$ cat src/rtl/freq_link_sched_pkg.sv
// rtl/freq_link_sched_pkg.sv - shared states, defaults and sizing helper for the link scheduler
package freq_link_sched_pkg;

  typedef enum logic [1:0] {
    ST_IDLE   = 2'd0,
    ST_TX_BIT = 2'd1,
    ST_RX_BIT = 2'd2,
    ST_GAP    = 2'd3
  } link_state_e;

  // Defaults kept here so encoder/decoder configs can share the same timing.
  localparam int DEF_BIT_CYCLES = 1000;
  localparam int DEF_GAP_CYCLES = 100;
  localparam int DEF_THRESH     = 8;
  localparam int DEF_CNT_W      = 8;

  // One counter serves both bit windows and the guard gap.
  function automatic int cyc_width(input int bit_cycles, input int gap_cycles);
    int m;
    m = (bit_cycles > gap_cycles) ? bit_cycles : gap_cycles;
    return (m > 1) ? $clog2(m) : 1;
  endfunction

endpackage

$ cat src/rtl/freq_pulse_sync.sv
// rtl/freq_pulse_sync.sv - two-flop synchroniser with rising-edge detect for the raw pulse line
module freq_pulse_sync (
  input  logic clk,
  input  logic reset,
  input  logic d,
  output logic edge_o
);

  logic sync1_q;
  logic sync2_q;
  logic prev_q;

  always_ff @(posedge clk) begin
    if (reset) begin
      sync1_q <= 1'b0;
      sync2_q <= 1'b0;
      prev_q  <= 1'b0;
    end else begin
      sync1_q <= d;
      sync2_q <= sync1_q;
      prev_q  <= sync2_q;
    end
  end

  assign edge_o = sync2_q & ~prev_q;

endmodule

$ cat src/rtl/freq_link_sched.sv
// rtl/freq_link_sched.sv - half-duplex TX/RX scheduler for the shared frequency channel
module freq_link_sched
  import freq_link_sched_pkg::*;
#(
  parameter int BIT_CYCLES = DEF_BIT_CYCLES,
  parameter int GAP_CYCLES = DEF_GAP_CYCLES,
  parameter int THRESH     = DEF_THRESH,
  parameter int CNT_W      = DEF_CNT_W
) (
  input  logic       clk,
  input  logic       reset,
  input  logic       tx_valid,
  input  logic [7:0] tx_data,
  output logic       tx_ready,
  output logic       enc_bit,
  output logic       enc_en,
  input  logic       pulse_in,
  output logic       rx_valid,
  output logic [7:0] rx_data,
  output logic       busy,
  output logic       col_err
);

  localparam int CYC_W  = cyc_width(BIT_CYCLES, GAP_CYCLES);
  localparam int CNT_W1 = CNT_W + 1;
  localparam logic [CYC_W-1:0]  BIT_LAST = CYC_W'(BIT_CYCLES - 1);
  localparam logic [CYC_W-1:0]  GAP_LAST = CYC_W'(GAP_CYCLES - 1);
  localparam logic [CNT_W:0]    THRESH_W = CNT_W1'(THRESH);
  localparam logic [CNT_W-1:0]  CNT_MAX  = '1;

  link_state_e      state_q, state_d;
  logic [CYC_W-1:0] cyc_q, cyc_d;
  logic [2:0]       bit_idx_q, bit_idx_d;
  logic [CNT_W-1:0] cnt_q, cnt_d;
  logic [7:0]       shreg_q, shreg_d;
  logic [7:0]       rx_data_q, rx_data_d;
  logic             rx_valid_q, rx_valid_d;

  logic             edge_w;
  logic [CNT_W:0]   rx_total;
  logic             rx_bit;
  logic             win_end;

  freq_pulse_sync u_sync (
    .clk    (clk),
    .reset  (reset),
    .d      (pulse_in),
    .edge_o (edge_w)
  );

  always_ff @(posedge clk) begin
    if (reset) begin
      state_q    <= ST_IDLE;
      cyc_q      <= '0;
      bit_idx_q  <= '0;
      cnt_q      <= '0;
      shreg_q    <= '0;
      rx_data_q  <= '0;
      rx_valid_q <= 1'b0;
    end else begin
      state_q    <= state_d;
      cyc_q      <= cyc_d;
      bit_idx_q  <= bit_idx_d;
      cnt_q      <= cnt_d;
      shreg_q    <= shreg_d;
      rx_data_q  <= rx_data_d;
      rx_valid_q <= rx_valid_d;
    end
  end

  // An edge on the last window cycle still contributes to that window's decision.
  assign rx_total = {1'b0, cnt_q} + CNT_W1'(edge_w);
  assign rx_bit   = (rx_total >= THRESH_W);
  assign win_end  = (cyc_q == BIT_LAST);

  always_comb begin
    state_d    = state_q;
    cyc_d      = cyc_q;
    bit_idx_d  = bit_idx_q;
    cnt_d      = cnt_q;
    shreg_d    = shreg_q;
    rx_data_d  = rx_data_q;
    rx_valid_d = 1'b0;

    case (state_q)
      ST_IDLE: begin
        // RX has priority: an incoming frame cannot be deferred, a TX request can.
        if (edge_w) begin
          state_d   = ST_RX_BIT;
          cyc_d     = '0;
          bit_idx_d = '0;
          cnt_d     = '0;
        end else if (tx_valid) begin
          state_d   = ST_TX_BIT;
          shreg_d   = tx_data;
          cyc_d     = '0;
          bit_idx_d = '0;
        end
      end

      ST_TX_BIT: begin
        if (win_end) begin
          cyc_d   = '0;
          shreg_d = {1'b0, shreg_q[7:1]};
          if (bit_idx_q == 3'd7) begin
            bit_idx_d = '0;
            state_d   = ST_GAP;
          end else begin
            bit_idx_d = bit_idx_q + 3'd1;
          end
        end else begin
          cyc_d = cyc_q + 1'b1;
        end
      end

      ST_RX_BIT: begin
        if (cnt_q != CNT_MAX) begin
          cnt_d = cnt_q + CNT_W'(edge_w);
        end
        if (win_end) begin
          cyc_d   = '0;
          cnt_d   = '0;
          shreg_d = {rx_bit, shreg_q[7:1]};
          if (bit_idx_q == 3'd7) begin
            bit_idx_d  = '0;
            state_d    = ST_GAP;
            rx_data_d  = {rx_bit, shreg_q[7:1]};
            rx_valid_d = 1'b1;
          end else begin
            bit_idx_d = bit_idx_q + 3'd1;
          end
        end else begin
          cyc_d = cyc_q + 1'b1;
        end
      end

      ST_GAP: begin
        if (cyc_q == GAP_LAST) begin
          cyc_d   = '0;
          state_d = ST_IDLE;
        end else begin
          cyc_d = cyc_q + 1'b1;
        end
      end

      default: begin
        state_d = ST_IDLE;
        cyc_d   = '0;
      end
    endcase
  end

  assign tx_ready = (state_q == ST_IDLE) && !edge_w;
  assign enc_en   = (state_q == ST_TX_BIT);
  assign enc_bit  = (state_q == ST_TX_BIT) && shreg_q[0];
  assign col_err  = (state_q == ST_TX_BIT) && edge_w;
  assign busy     = (state_q != ST_IDLE);
  assign rx_valid = rx_valid_q;
  assign rx_data  = rx_data_q;

endmodule
$ cat config.mk
export PLATFORM = sky130hd
export DESIGN_NAME = freq_link_sched
export DESIGN_NICKNAME = d
export VERILOG_FILES = /design/src/rtl/freq_link_sched_pkg.sv /design/src/rtl/freq_pulse_sync.sv /design/src/rtl/freq_link_sched.sv
export SDC_FILE = /design/constraint.sdc
export NUM_CORES = 1
export LEC_CHECK = 0
export CORE_AREA = 3 3 72 74
export DETAILED_ROUTE_END_ITERATION = 10
export DIE_AREA = 0 0 75 77
export PLACE_DENSITY = 0.79
export SYNTH_ARGS = -nofsm -noshare
export SYNTH_HDL_FRONTEND = slang
export SYNTH_SLANG_ARGS = --single-unit
$ cat constraint.sdc
create_clock -name clk -period 1.95 [get_ports clk]
set_input_delay 0.195 -clock clk [delete_from_list [all_inputs] [get_ports clk]]
set_output_delay 0.195 -clock clk [all_outputs]
set_load 0.02 [all_outputs]
==> results of run 1 <==
worst max-delay path by stage:
stage | endpoint | slack (ps) | depth (start not counted) | from
2_1_floorplan | shreg_q[7] | -30 | 10 | u_sync.sync2_q
5_1_grt | shreg_q[0] | -160 | 7 | cyc_q[0]
3_3_place_gp | state_q[0] | -40 | 8 | bit_idx_q[0]
3_5_place_dp | state_q[0] | -30 | 8 | bit_idx_q[0]
4_1_cts | shreg_q[2] | -20 | 7 | cyc_q[1]
6_report | shreg_q[3] | -70 | 7 | cyc_q[0]
cells by family after synthesis:
logic type,share of synthesized area (%)
buffers and inverters,4.550
adder cells (fa/ha/maj),5.959
multiplexers,5.688
flip-flops,37.27
AND/OR/NAND/NOR,26.06
XOR/XNOR,2.275
AO/OA/AOI/OAI,18.20
routing by layer:
layer / global-route usage (%) / part of all wire, % / vias up
met5: 0 / 0 / -
met4: 8.007 / 2.0 / 0
met3: 3.932 / 3.2 / 15
met2: 35.45 / 53 / 52
met1: 24.33 / 42 / 1100
li1: - / - / 1089
metrics by stage:
step / TNS, ps / instance area (sq um)
after floorplan: -30.98 / 2338
after global placement: -43.56 / 2879
after detailed placement: -171.3 / 2879
after CTS: -95.52 / 2989
after global routing: -1680 / 3173
final: -462.6 / 3173
repair_timing:
| item | in CTS | in global routing |
|---|---|---|
| setup buffers | 1 | 4 |
| hold buffers | 0 | 0 |
| pin swaps | 2 | 11 |
| endpoints found under the setup margin | 18 | 35 |
| cloned | 0 | 0 |
| gates resized for setup | 7 | 38 |
power groups by stage:
stage | logic (W) | clock network (W) | registers [W]
3_5_place_dp | 0.00165 | 0 | 0.00109
6_report | 0.00202 | 0.000570 | 0.00110
2_1_floorplan | 0.00110 | 0 | 0.00107
3_3_place_gp | 0.00161 | 0 | 0.00109
5_1_grt | 0.00219 | 0.000607 | 0.00111
4_1_cts | 0.00171 | 0.000567 | 0.00107
final cells by class:
class / count / area [sq um]
Clock inverter: 3 / 15.01
Clock buffer: 5 / 68.82
Inverter: 9 / 33.78
Sequential cell: 43 / 867.1
Multi-Input combinational cell: 196 / 1511
Timing Repair Buffer: 70 / 609.3
Fill cell: 338 / 1488
Tap cell: 54 / 67.56
sequential cells by signal, summed over array words and instances (netlist names):
name	count
cyc_q	10
state_q	2
bit_idx_q	3
u_sync.sync1_q	1
cnt_q	8
rx_data	8
u_sync.sync2_q	1
u_sync.prev_q	1
shreg_q	8
rx_valid	1
synthesized netlist by cell type (all sizes together), types with 2 or more instances:
master  number
a311oi      10
dfxtp       43
nand3       13
nor3         5
clkbuf      12
a31o         2
mux2i       12
nor2b        4
inv          9
or2          2
a31oi        4
xor2         2
nand3b       2
a211oi       5
a22oi        2
a21oi        9
ha          11
o21ai        7
or3          4
nand2b       9
xnor2        4
nor4b        3
a211o        3
and3         5
nor2        35
nor4         4
nand2        7
or4          3
o31a         2
nor3b        3
nand4        4
buf          4
and2         4
a22o         2
cell usage in the layout, fill, tap and decap left out, types with 3 or more instances in the layout:
| cell | synthesis | layout |
|---|---|---|
| a211o_1 | 3 | 3 |
| a211oi_2 | 0 | 3 |
| a21oi_1 | 9 | 9 |
| a311oi_1 | 10 | 5 |
| a311oi_2 | 0 | 5 |
| a31oi_1 | 4 | 3 |
| and2_1 | 4 | 4 |
| and3_1 | 5 | 4 |
| buf_4 | 0 | 40 |
| buf_6 | 1 | 5 |
| clkbuf_8 | 0 | 5 |
| clkdlybuf4s50_1 | 0 | 21 |
| clkinv_2 | 0 | 3 |
| dfxtp_1 | 43 | 38 |
| dfxtp_2 | 0 | 5 |
| ha_1 | 11 | 5 |
| ha_2 | 0 | 4 |
| inv_1 | 8 | 7 |
| mux2i_1 | 12 | 11 |
| nand2_1 | 7 | 7 |
| nand2b_1 | 9 | 9 |
| nand3_1 | 13 | 13 |
| nand4_1 | 3 | 3 |
| nor2_1 | 35 | 29 |
| nor2_2 | 0 | 4 |
| nor2b_1 | 4 | 3 |
| nor3_1 | 5 | 4 |
| nor4_1 | 4 | 4 |
| o21ai_0 | 4 | 4 |
| or3_1 | 4 | 3 |
| xnor2_1 | 4 | 4 |
==> reports/qor.yml, run 1 <==
layout:
  final_util_pct: 68.08
  syn2layout_area_growth_pct: 37.38
  drive_above_1_share_pct: 30.67
  final_cells: 380
  antenna_cells: 0
  nets: 348
clock_tree:
  clkTransAtPathRegs_ps: 90
  cts_buffers: 5
  clk_root_buffer_cell: "clkbuf_8"
  clockBufferDepth: 2
  clock_latency_ps: 310
  htree_levels: 2
  tritoncts: "built"
  clkSinkCount: 43
sta:
  worst_pin_slew_ps: 360.1
  fmax_mhz: 496.2
  clock-skew-final_ps: 17.40
  slew-limit-headroom_pct: 75.95
  maxSlewViolCount: 0
  grt_setup_unrepaired: "yes"
  min_period_over_period_pct: 103.3
  fin_hold_ws_ps: 455.5
  layout_setup_ws_ps: -65.24
  hold_violations: 0
  setup_viol: 14
  period_needed_ps: 2015
run_status:
  status: "finished, violations left"
  violations: "setup timing"
worst_hold_path:
  min_path_cells: 2
  hp-class: "input port to flop"
  min_to: "u_sync.sync1_q"
  min_from: "pulse_in"
detailed_routing:
  avgRoutedWirePerCell_microns: 16.37
  drt_iter0_drc: 131
  via_per_inst: 5.937
  drc: 0
  dr.pass1.iters: 4
  vias: 2256
  wirelength_microns: 6219
  antenna_left: 0
critical_path:
  cp.arrival_ps: 2250
  r2r-end: "shreg_q[3]"
  crit_buf_inv: 1
  max_stage_delay_ps: 450
  critPathLaunchType: "flop"
  worstPathCellList: "ha_4 > nor3b_4 > or3b_4 > a221oi_4 > buf_6 > nor2_4 > a311oi_2"
  cp.required_ps: 2180
  critical_path.top_delay_family: "simple AND/OR/NAND/NOR gates"
  critPathMaxFanout: 7
  r2r_start: "cyc_q[0]"
  cp_slowest_cell: "or3b_4"
  crit_path_end_kind: "flop"
  critical_path_class: "flop to flop"
  r2r_cells: 7
  ff2ff_setup_slack_ps: -70
floorplan:
  die_h_microns: 77
  dieArea_sq_mm: 0.005775
  core_sq_mm: 0.004661
  ioPinCount: 26
  start_util_pct: 49.56
  die_w_microns: 75
  fp-row-count: 25
pwr:
  pwr-share-clk_pct: 15.4
  p_sw_w: 0.001530
  ir_drop_mv: 0.7361
  switching_share_pct: 41.42
  totalPowerFinal_w: 0.003693
  p_seq_share_pct: 29.7
  power_density_mw_per_mm2: 1164
  comb_power_share_pct: 54.8
  p_leak_nw: 1.287
  internal_power_w: 0.002163
logic_synthesis:
  synth_flop_cell: "dfxtp_1"
  syn_nets: 287
  ys_types: 54
  ys_seq_area_share_pct: 37.27
  ys_warn_count: 0
  postSynthCellCount: 264
  async_flop_share_pct: 0
  synth_area_leaders: "dfxtp_1 37%, ha_1 6.0%, nor2_1 5.7%"
  synth_edf_count: 0
  ys_ff_latch: 43
  syn_area_sq_mm: 0.002310
  synth_largest_area_cell: "dfxtp_1"
  syn_avg_cell_area_sq_um: 8.749
  synth_top_area_share_pct: 37.27
global_routing:
  grt_first_pass_wirelength_microns: 9487
  grt_pass1_vias: 2131
  grt-ovfl-total: 0
  grt_max_degree: 18
  antenna_found_initial: 0
  track_usage_pct: 20.55
placement:
  dp_cells: 367
  gp_congestion: 0.8887
  pre_cts_ws_ps: -28.69
  io_buffers: 25
  dp_hpwl_microns: 4081
job:
  drv_cap: 0
No activity file was read; power rests on OpenSTA's default activity.
==> run 2, diff against run 1 <==
Settings changed: ABC_AREA from default to 1.
==> reports/qor.yml, run 2 <==
global_routing:
  antenna_found_initial: 0  # unchanged
  grt_util_met1_pct: 21.97  # -2.4 points
  grt_first_pass_wirelength_microns: 8142  # -14%
  track_usage_pct: 17.38  # -3.2 points
  grt_max_degree: 20  # +2
  grt-ovfl-total: 0  # unchanged
  grt_util_met3_pct: 3.277  # -0.66 points
  grt_busiest_layer: "met2"
  use_met2_pct: 29.09  # -6.4 points
  grt_pass1_vias: 1955  # -8.3%
floorplan:
  start_util_pct: 49.23  # -0.32 points
  core_sq_mm: 0.004661  # unchanged
  fp-row-count: 25  # unchanged
  die_h_microns: 77  # unchanged
  die_w_microns: 75  # unchanged
  dieArea_sq_mm: 0.005775  # unchanged
  ioPinCount: 26  # unchanged
logic_synthesis:
  synth_largest_area_cell: "dfxtp_1"
  ys_warn_count: 0  # unchanged
  syn_area_sq_mm: 0.002295  # -0.65%
  yosys.cell_count.top_type: "nand2_1"
  postSynthCellCount: 318  # +20%
  ys_seq_area_share_pct: 37.51  # +0.24 points
  ys_ff_latch: 43  # unchanged
  ys_types: 31  # -43%
  syn_avg_cell_area_sq_um: 7.216  # -18%
  syn_nets: 341  # +19%
  synth_flop_cell: "dfxtp_1"
  synth_edf_count: 0  # unchanged
  synth_area_leaders: "dfxtp_1 38%, nand2_1 12%, nor2_1 6.2%"
  synth_top_area_share_pct: 37.51  # +0.24 points
  synth_commonest_cells: "72 x nand2_1, 43 x dfxtp_1, 38 x nor2_1"
  async_flop_share_pct: 0  # unchanged
detailed_routing:
  antenna_left: 0  # unchanged
  avgRoutedWirePerCell_microns: 11.42  # -30%
  drt_iter0_drc: 103  # -21%
  via_per_inst: 5.050  # -15%
  vias: 2035  # -9.8%
  drc: 0  # unchanged
  dr.pass1.iters: 4  # unchanged
  wirelength_microns: 4603  # -26%
layout:
  largest_reg_flops: 10  # unchanged
  drive_above_1_share_pct: 12.32  # -18 points
  syn2layout_area_growth_pct: 18.97
  nFillCells: 424  # +25%
  largest_register: "cyc_q"
  final_cell_mix: "72 x nand2_1, 42 x dfxtp_1, 37 x nor2_1, 36 x inv_1, 25 x a21oi_1"
  mostFrequentLayoutCell: "nand2_1"
  nets: 371  # +6.6%
  antenna_cells: 0  # unchanged
sta:
  grt_setup_unrepaired: "no"
  clock-skew-final_ps: 7.747  # -9.649 ps
  setup_viol: 0  # -14
  period_needed_ps: 1786  # -229.3 ps
  worst_pin_slew_ps: 272.7  # -87.42 ps
  fin_hold_ws_ps: 414.3  # -41.24 ps
  min_period_over_period_pct: 91.59  # -12 points
  setup_tns_ps: 0  # +462.6 ps
  hold_violations: 0  # unchanged
  maxSlewViolCount: 0  # unchanged
  slew-limit-headroom_pct: 81.71  # +5.8 points
  fmax_mhz: 559.9  # +13%
critical_path:
  critPathLaunchType: "flop"
  critPathMaxFanout: 4  # -3
  cp.required_ps: 1750  # -430 ps
  r2r_cells: 11  # +4
  crit_path_end_kind: "output port"
  crit_cells: 3  # -4
  worstPathCellList: "inv_1 > ha_1 > clkdlybuf4s50_1"
  critical_path_class: "flop to output port"
  cp_slowest_cell: "clkdlybuf4s50_1"
  cp.arrival_ps: 1590  # -660 ps
  critical_path.top_delay_family: "buffers and inverters"
  crit_buf_inv: 2  # +1
  max_stage_delay_ps: 610  # +160 ps
  ff2ff_setup_slack_ps: 230  # +300 ps
clock_tree:
  clk_root_buffer_cell: "clkbuf_8"
  clkSinkCount: 43  # unchanged
  clock_latency_ps: 300  # about the same
  post_cts_buffers: 0  # -1
  cts_buffers: 5  # unchanged
  htree_levels: 2  # unchanged
  tritoncts: "built"
  clkTransAtPathRegs_ps: 90  # about the same
  clockBufferDepth: 2  # unchanged
pwr:
  ir_drop_mv: 0.7199  # -2.2%
  power_density_mw_per_mm2: 1009  # -13%
  p_leak_nw: 1.160  # -9.9%
placement:
  io_buffers: 25  # unchanged
  gp_congestion: 0.9127  # +2.7%
  dp_hpwl_microns: 3385  # -17%
worst_hold_path:
  hp-class: "input port to flop"
  min_path_cells: 3  # +1
run_status:
  status: "completed"
job:
  drv_cap: 0  # unchanged
## run 2: cell count changes after synthesis, moves of 5 or more
cell,delta
a211oi_1,-5
a311oi_1,-10
inv_1,+28
o21ai_0,+19
mux2i_1,-11
a21oi_1,+16
a21oi_2,+5
nand2_1,+65
nand2b_1,-9
clkbuf_1,-10
and3_1,-5
xor2_1,+5
## run 2: power by group
group | switching, W | internal, W
logic | 0.000680 | 0.000329
clock network | 0.000326 | 0.000388
registers | 0.0000545 | 0.000978
total | 0.00106 | 0.00170
## run 2: cell families (layout without fill, tap and decap cells)
kind of cell | count (synthesis) | after routing | share of synthesized area (%)
AND/OR/NAND/NOR | 146 | 146 | 28.57
XOR/XNOR | 9 | 9 | 3.435
AO/OA/AOI/OAI | 60 | 60 | 14.89
buffers and inverters | 48 | 79 | 9.160
adder cells (fa/ha/maj) | 11 | 11 | 5.998
flip-flops | 43 | 43 | 37.51
multiplexers | 1 | 1 | 0.4362
## run 2: metrics by stage
stage,utilization [%],instances,area (sq um),setup slack (ps),power [W]
after CTS,58.15,403,2710,36.72,0.002762
final,58.58,403,2730,164.0,0.002756
after floorplan,-,318,2295,107.0,0.001812
after global routing,58.58,403,2730,28.25,0.002955
after global placement,55.73,395,2597,212.2,0.002047
after detailed placement,55.73,395,2597,184.7,0.002066
## run 2: area by class of cell
| cell class | instances | area [sq um] | share of cell area, % |
|---|---|---|---|
| Multi-Input combinational cell | 227 | 1240 | 45.42 |
| Sequential cell | 43 | 862.1 | 31.58 |
| Inverter | 40 | 150.1 | 5.500 |
| Clock inverter | 3 | 47.55 | 1.742 |
| Clock buffer | 5 | 68.82 | 2.521 |
| Timing Repair Buffer | 31 | 294.0 | 10.77 |
| Tap cell | 54 | 67.56 | 2.475 |
## run 2: timing repair
action,4_1_cts,5_1_grt
resized for setup,3,7
pin swaps,0,0
hold buffers,0,0
endpoints found under the hold margin,0,0
endpoints found under the setup margin,3,10
## run 2: worst paths after layout
kind,start,to
worst min register to register,u_sync.sync1_q,u_sync.sync2_q
worst max register to register,u_sync.sync2_q,rx_data[7]
worst max-delay path,state_q[1],enc_en
worst min-delay path,pulse_in,u_sync.sync1_q
## run 2: layer usage
| metal | up-vias | routed length, microns |
|---|---|---|
| met3 | 7 | 165 |
| met2 | 41 | 2290 |
| met1 | 919 | 2104 |
| met4 | 0 | 43 |
| met5 | - | 0 |
| li1 | 1068 | - |
## run 2: worst reg2reg max path, cell delays in order (launching register included)
cell and delay [ps]:
dfxtp_1 330, inv_2 50, nor2_4 110, ha_2 210, ha_2 200, nand3_1 110
nand2_1 110, nand3_1 80, nor2_1 130, nand3_1 130, o21ai_2 120, inv_1 40
==> run 3, diff against run 2 <==
Settings changed: ABC_CLOCK_PERIOD_IN_PS from default to 1950.
==> results of run 3 <==
No change in the layout: final DEF, timing and power equal those of run 2.
